### config.mk
export PLATFORM = sky130hd
export DESIGN_NAME = mem_access_ctrl
export DESIGN_NICKNAME = d
export VERILOG_FILES = /design/src/rtl/mem_pkg.sv /design/src/rtl/mem_access_ctrl.sv
export SDC_FILE = /design/constraint.sdc
export NUM_CORES = 1
export LEC_CHECK = 0
export ABC_AREA = 1
export BUFFER_PORTS_ARGS = -buffer_cell sky130_fd_sc_hd__buf_2
export CAP_MARGIN = 20
export CORE_MARGIN = 5
export CORE_UTILIZATION = 36
export CTS_BUF_LIST = sky130_fd_sc_hd__clkbuf_4 sky130_fd_sc_hd__clkbuf_8
export DETAILED_ROUTE_END_ITERATION = 10
export GPL_ROUTABILITY_DRIVEN = 1
export MAX_ROUTING_LAYER = met4
export PLACE_DENSITY_LB_ADDON = 0.15
export REMOVE_ABC_BUFFERS = 1
export SYNTH_ARGS = -nofsm -noshare
export SYNTH_HDL_FRONTEND = slang
export SYNTH_SLANG_ARGS = --single-unit
### constraint.sdc
create_clock -name clk -period 1.33 [get_ports clk]
set_input_delay 0.266 -clock clk [delete_from_list [all_inputs] [get_ports clk]]
set_output_delay 0.266 -clock clk [all_outputs]
set_load 0.005 [all_outputs]
### src/rtl/mem_pkg.sv
// Shared encodings for the ThinPad memory stage: request codes, FSM state enum and UART addresses.
`default_nettype none

package mem_pkg;

  localparam logic [1:0] MEM_RD   = 2'b01;
  localparam logic [1:0] MEM_WR   = 2'b10;
  localparam logic [1:0] MEM_NONE = 2'b11;

  typedef enum logic [2:0] {
    S_IDLE = 3'd0,
    S_RD   = 3'd1,
    S_WR1  = 3'd2,
    S_WR2  = 3'd3,
    S_UR   = 3'd4,
    S_UW   = 3'd5,
    S_DONE = 3'd6
  } mem_state_e;

  localparam logic [15:0] UART_DATA_ADDR_DEF = 16'hBF00;
  localparam logic [15:0] UART_STAT_ADDR_DEF = 16'hBF01;

endpackage

`default_nettype wire

### src/rtl/mem_access_ctrl.sv
// Multi-cycle memory-stage controller: sequences SRAM and UART accesses and stalls the pipeline until done.
`default_nettype none

module mem_access_ctrl
  import mem_pkg::*;
#(
  parameter logic [15:0] UART_DATA_ADDR = UART_DATA_ADDR_DEF,
  parameter logic [15:0] UART_STAT_ADDR = UART_STAT_ADDR_DEF
) (
  input  logic        clk,
  input  logic        rst,
  input  logic [1:0]  controlMem,
  input  logic [15:0] addr,
  input  logic [15:0] wdata,
  output logic [15:0] rdata,
  output logic        mem_stall,
  output logic [17:0] ram_addr,
  output logic [15:0] ram_dout,
  input  logic [15:0] ram_din,
  output logic        ram_doe,
  output logic        ram_en_n,
  output logic        ram_oe_n,
  output logic        ram_we_n,
  output logic        uart_rdn,
  output logic        uart_wrn,
  input  logic        uart_data_ready,
  input  logic        uart_tbre,
  input  logic        uart_tsre
);

  localparam logic [2:0] ST_IDLE = S_IDLE;
  localparam logic [2:0] ST_RD   = S_RD;
  localparam logic [2:0] ST_WR1  = S_WR1;
  localparam logic [2:0] ST_WR2  = S_WR2;
  localparam logic [2:0] ST_UR   = S_UR;
  localparam logic [2:0] ST_UW   = S_UW;
  localparam logic [2:0] ST_DONE = S_DONE;

  logic [2:0]  r_state;
  logic [2:0]  w_next;
  logic [15:0] r_rdata;
  logic        r_hold;
  logic        w_is_rd;
  logic        w_is_wr;
  logic        w_is_udata;
  logic        w_is_ustat;
  logic        w_drive;

  assign w_is_rd    = (controlMem == MEM_RD);
  assign w_is_wr    = (controlMem == MEM_WR);
  assign w_is_udata = (addr == UART_DATA_ADDR);
  assign w_is_ustat = (addr == UART_STAT_ADDR);

  always_comb begin
    w_next = ST_IDLE;
    case (r_state)
      ST_IDLE: begin
        if (w_is_rd)
          w_next = w_is_ustat ? ST_DONE : (w_is_udata ? ST_UR : ST_RD);
        else if (w_is_wr)
          w_next = w_is_ustat ? ST_DONE : (w_is_udata ? ST_UW : ST_WR1);
        else
          w_next = ST_IDLE;
      end
      ST_RD, ST_WR2, ST_UR, ST_UW: w_next = ST_DONE;
      ST_WR1:                      w_next = ST_WR2;
      default:                     w_next = ST_IDLE;
    endcase
  end

  // r_hold marks a DONE cycle that follows a real bus write, so the data stays driven one extra cycle.
  always_ff @(posedge clk) begin
    if (rst) begin
      r_state <= ST_IDLE;
      r_rdata <= 16'h0000;
      r_hold  <= 1'b0;
    end else begin
      r_state <= w_next;
      r_hold  <= (r_state == ST_WR2) || (r_state == ST_UW);
      if ((r_state == ST_RD) || (r_state == ST_UR))
        r_rdata <= ram_din;
      else if ((r_state == ST_IDLE) && w_is_rd && w_is_ustat)
        r_rdata <= {14'b0, uart_data_ready, uart_tbre & uart_tsre};
    end
  end

  assign w_drive = (r_state == ST_WR1) || (r_state == ST_WR2) || (r_state == ST_UW) ||
                   ((r_state == ST_DONE) && r_hold);

  assign rdata     = r_rdata;
  assign mem_stall = ((r_state == ST_IDLE) && (w_is_rd || w_is_wr)) ||
                     (r_state == ST_RD) || (r_state == ST_WR1) || (r_state == ST_WR2) ||
                     (r_state == ST_UR) || (r_state == ST_UW);
  assign ram_addr  = {2'b00, addr};
  assign ram_doe   = w_drive;
  assign ram_dout  = w_drive ? wdata : 16'h0000;
  assign ram_en_n  = !((r_state == ST_RD) || (r_state == ST_WR1) || (r_state == ST_WR2));
  assign ram_oe_n  = !(r_state == ST_RD);
  assign ram_we_n  = !(r_state == ST_WR2);
  assign uart_rdn  = !(r_state == ST_UR);
  assign uart_wrn  = !(r_state == ST_UW);

endmodule

`default_nettype wire
## Yosys cells after proc, flatten, opt, wreduce, memory -nomap -nowiden

Cells that the tools add are included.

- Input bits: 55
- Register bits: 20

- Bitwise gates (word level): 1
- Muxes and demuxes: 10
- Equality and inequality tests: 10
- Reduce and logical (&&, ||, !) cells: 25

Operators with widths:

| cell | number |
|---|---|
| two-way mux 16 bit | 3 |
| == test 16 bit (second input constant) | 2 |
| two-way mux 3 bit | 6 |
| logical OR 1 bit | 13 |
| == test 3 bit (second input constant) | 3 |
| case mux 3 bit (3 select lines) | 1 |
| == test 3 x 2 -> 1 bit (second input constant) | 2 |
| zero test 1 bit | 5 |
| logical AND 1 bit | 4 |
| OR reduction 4 bit | 1 |
| == test 3 x 1 -> 1 bit (second input constant) | 1 |
| zero test 3 bit | 1 |
| == test 2 x 1 -> 1 bit (second input constant) | 1 |
| == test 2 bit (second input constant) | 1 |
| nonzero test 2 bit | 1 |
| bitwise AND 1 bit | 1 |

## Depth between registers and ports, before layout

- Word-level depth: 8
- Depth in mapped cells: 9

## Worst setup path before layout

OpenSTA, ideal clock, no wires.

- Path type: flip-flop to output port
- Start: reg r_state[1]
- End: out ram_dout[0]
- Path slack: -0.063 ns
- Cell stages (with the launch flop): 7
- Buffers on the path: 1
- Data arrival time: 1.127 ns
- Required time: 1.064 ns
- Path through: dfxtp_1 inv_1 nand3_1 nand2_1 nor2_2 buf_4 nor2_1

- Cells in the longest elaborated chain, start to end: 5
- Elaborated cells between the ends (all ways): 9
- Those cells by class: 4 x eq/ne; 1 x mux; 4 x reduce/logical

RTL lines:

| element | line | source |
|---|---|---|
| start: declaration | mem_access_ctrl.sv:39 | `logic [2:0] r_state;` |
| start signal: assignment | mem_access_ctrl.sv:78 | `r_state <= w_next;` |
| == test 3 x 2 -> 1 bit | mem_access_ctrl.sv:87 | `assign w_drive = (r_state == ST_WR1) \|\| (r_state == ST_WR2) \|\| (r_state == ST_UW) \|\|` |
| logical OR 1 bit (2 in a row) | mem_access_ctrl.sv:87 |  |
| logical OR 1 bit (*) | mem_access_ctrl.sv:87 |  |
| two-way mux 16 bit (*) | mem_access_ctrl.sv:96 | `assign ram_dout = w_drive ? wdata : 16'h0000;` |
| end: declaration | mem_access_ctrl.sv:18 | `output logic [15:0] ram_dout,` |

Every way passes the cells marked *; elsewhere a longest branch is shown, timed or not.

## Worst setup path after layout

- Start: reg r_state[0]
- End: out ram_dout[1]

The elaborated chain is that of the path after synthesis.

==> flow_summary.toml <==
[power]
p_total_uw = 3330
internal_power_uw = 2100
switching_share = 0.369
seqPwrFrac = 0.255
clockPowerShare = 0.183
combinationalPowerShare = 0.562
power.switching_uw = 1230
power.leakage_uw = 0.00127
powerDensity_mw_per_mm2 = 1450
ir_drop_v = 0.000729

[routing]
drt-wirelength-per-cell_um = 10.8
drtPass1Iterations = 4
drc_errors = 0
drt_iter0_drc = 29
postRouteAntennaNets = 0
routed_via_density = 4.36
wirelength_um = 4030
vias = 1629

[sta]
fin_crit_ps = 1650
layout_setup_ws_ps = -324
grt_setup_unrepaired = "true"
finalHoldWorstSlack_ps = 250
fmax_ghz = 0.605
slew_viol_final = 0
setup_viol = 36
skew_ps = 5.74
hold_viol_final = 0
finalCritPeriodShare = 1.24

[clock_network]
clock_latency_ps = 260
clk_path_buf_depth = 2
cts-hold-fix-buffers = 0
clock-sinks = 20
cts.reportedPaths.clkPinSlew_ps = 80
cts_buffers = 3
h-tree-depth = 1
cts_tree = "done"
cts_root_buf = "clkbuf_8"

[die]
start_util = 0.373
ios = 112
core_area_mm2 = 0.00369
fp.dieW_um = 71.8
die-area_mm2 = 0.00516
die_h_um = 71.8
row_count = 22

[worst_hold_path]
hold_depth = 3
hp-start = "ram_din[2]"
whs_endpoint = "rdata[2]"
hold_class = "in -> reg"

[logic_synthesis]
synth_cell_types = 21
avgSynthCellArea_um2 = 6.68
yosys.area.top_type = "dfxtp_1"
ys_seq_area_frac = 0.291
syn-cell-area_mm2 = 0.00138
synthCells = 206
ys_warn_count = 0
synth.top_cell.area_share = 0.291
synth_area_leaders = "dfxtp_1 (29%), buf_4 (10%), inv_1 (9.8%)"
synth_seq_cells = 20

[setup_path]
path_cells = "nor3_4, inv_2, nand2_2, nor2_4, buf_12, nor2_1, buf_2"
crit_type = "reg -> out"
cp_max_fo = 17
start_kind = "flop"
required_ps = 1060
endpoint_kind = "output port"
max_stage_delay_ps = 370
rrSetupSlack_ps = -220
reg2reg_to = "r_state[0]"
cp_slowest_cell = "dfxtp_4"
rr_worst_depth = 10
crit_arrival_ps = 1390
regToRegStartpoint = "r_state[0]"

[place]
io_buffers = 109
dp_hpwl_um = 3060
finalWeightedCongestion = 0.740
place_inst = 357

[outcome]
violations = "negative setup slack"
status = "complete, but fails checks"

[global_routing]
use_met3 = 0.0421
grt_overflow = 0
track_usage = 0.152
grt_use_met2 = 0.267
grt_use_met1 = 0.173
grt_pass1_vias = 1485
antenna_found_initial = 0
busiest_layer = "met2"
grt_start_max_net_pins = 18
grt_first_pass_wirelength_um = 6380

[layout]
synthToLayoutAreaGrowth_pct = 67.0
postLayoutCoreUtil = 0.622
diodes = 0
drive_gt1_frac = 0.623
nets = 384
stdcell_count = 374

[flow_run]
drv_cap = 0
-- registers in the layout, indices dropped and copies added, names as in the netlist --
name	cells
r_hold	1
r_state	3
rdata	16
-- how the worst max path moves through the flow --
| stage | startpoint | endpoint | slack, ps | depth (start not counted) |
|---|---|---|---|---|
| global route | r_state[1] | ram_doe | -390 | 7 |
| finish | r_state[0] | ram_dout[1] | -320 | 7 |
| global placement | r_state[0] | ram_dout[13] | -270 | 6 |
| floorplan | r_state[1] | ram_doe | -80 | 5 |
| detailed placement | r_state[0] | ram_dout[5] | -320 | 6 |
| CTS | r_state[1] | ram_dout[3] | -350 | 8 |
-- area by class of cell --
type	instances	area (µm²)
multi-input combinational	125	768
clock inverter	1	30.0
fill	372	1390
tap	48	60.1
timing repair buffer	140	841
inverter	37	146
clock buffer	3	41.3
sequential	20	409
-- placed cells by master, fill, tap and decap left out, types with 2 or more instances in the layout --
| cell | netlist | layout |
|---|---|---|
| nand3_2 | 0 | 10 |
| a21oi_1 | 8 | 7 |
| buf_6 | 0 | 8 |
| a21oi_2 | 10 | 11 |
| nand2_1 | 29 | 23 |
| buf_4 | 19 | 20 |
| nor2_2 | 2 | 8 |
| o21ai_1 | 0 | 2 |
| clkbuf_8 | 0 | 3 |
| dfxtp_4 | 0 | 2 |
| conb_1 | 1 | 2 |
| buf_2 | 2 | 109 |
| nand3_1 | 22 | 10 |
| nand2_2 | 10 | 15 |
| ha_1 | 2 | 2 |
| inv_1 | 36 | 33 |
| nor2_4 | 0 | 3 |
| nand3_4 | 0 | 2 |
| nor2_1 | 32 | 23 |
| dfxtp_1 | 20 | 17 |
| inv_2 | 0 | 3 |
| o21ai_0 | 5 | 3 |
| buf_12 | 2 | 2 |
-- Yosys cell counts, drive strengths merged --
master and number:
nand3 22, nand2 39, nor2 34, buf 25, o21ai 5, nor3 1, o211ai 1, dfxtp 20
inv 37, a21oi 18, ha 2, conb 1, and2 1
-- timing repair --
action	CTS	global route
gates cloned	1	0
pin swaps	10	5
endpoints found under the setup margin	37	40
setup buffers	10	2
gates resized for setup	36	21
-- worst max-delay path: cells and delay by family (launching register included) --
| kind | cells | cell delay, ps |
|---|---|---|
| AND/OR/NAND/NOR | 4 | 430 |
| flip-flops | 1 | 370 |
| buffers and inverters | 3 | 330 |
-- power groups by stage --
| stage | clock network (µW) | registers [µW] | logic, µW |
|---|---|---|---|
| after floorplan | 0 | 837 | 682 |
| after global placement | 0 | 829 | 1370 |
| after detailed placement | 0 | 829 | 1380 |
| after CTS | 618 | 833 | 1760 |
| after global routing | 647 | 867 | 2060 |
| final | 607 | 848 | 1870 |
-- per-stage QoR --
| stage | setup TNS [ps] | area, µm² | worst slack [ps] |
|---|---|---|---|
| floorplan | -1420 | 1170 | -80.9 |
| global placement | -5880 | 1920 | -274 |
| detailed placement | -6470 | 1920 | -320 |
| CTS | -7120 | 2220 | -352 |
| global route | -9760 | 2300 | -391 |
| finish | -7150 | 2300 | -324 |
-- routing by layer --
metal	wire (µm)	up-vias
li1	-	846
met1	1640	716
met2	1950	65
met3	424	2
met4	14	0
met5	0	-
-- kinds of logic after synthesis --
kind of cell	after synthesis	synth area share
buffers and inverters	62	0.260
and+or+nand+nor	97	0.311
DFF	20	0.291
AOI/OAI and AO/OA	24	0.116
other	1	0.00273
adders and majority gates	2	0.0182
(Power assumes the default switching activity.)
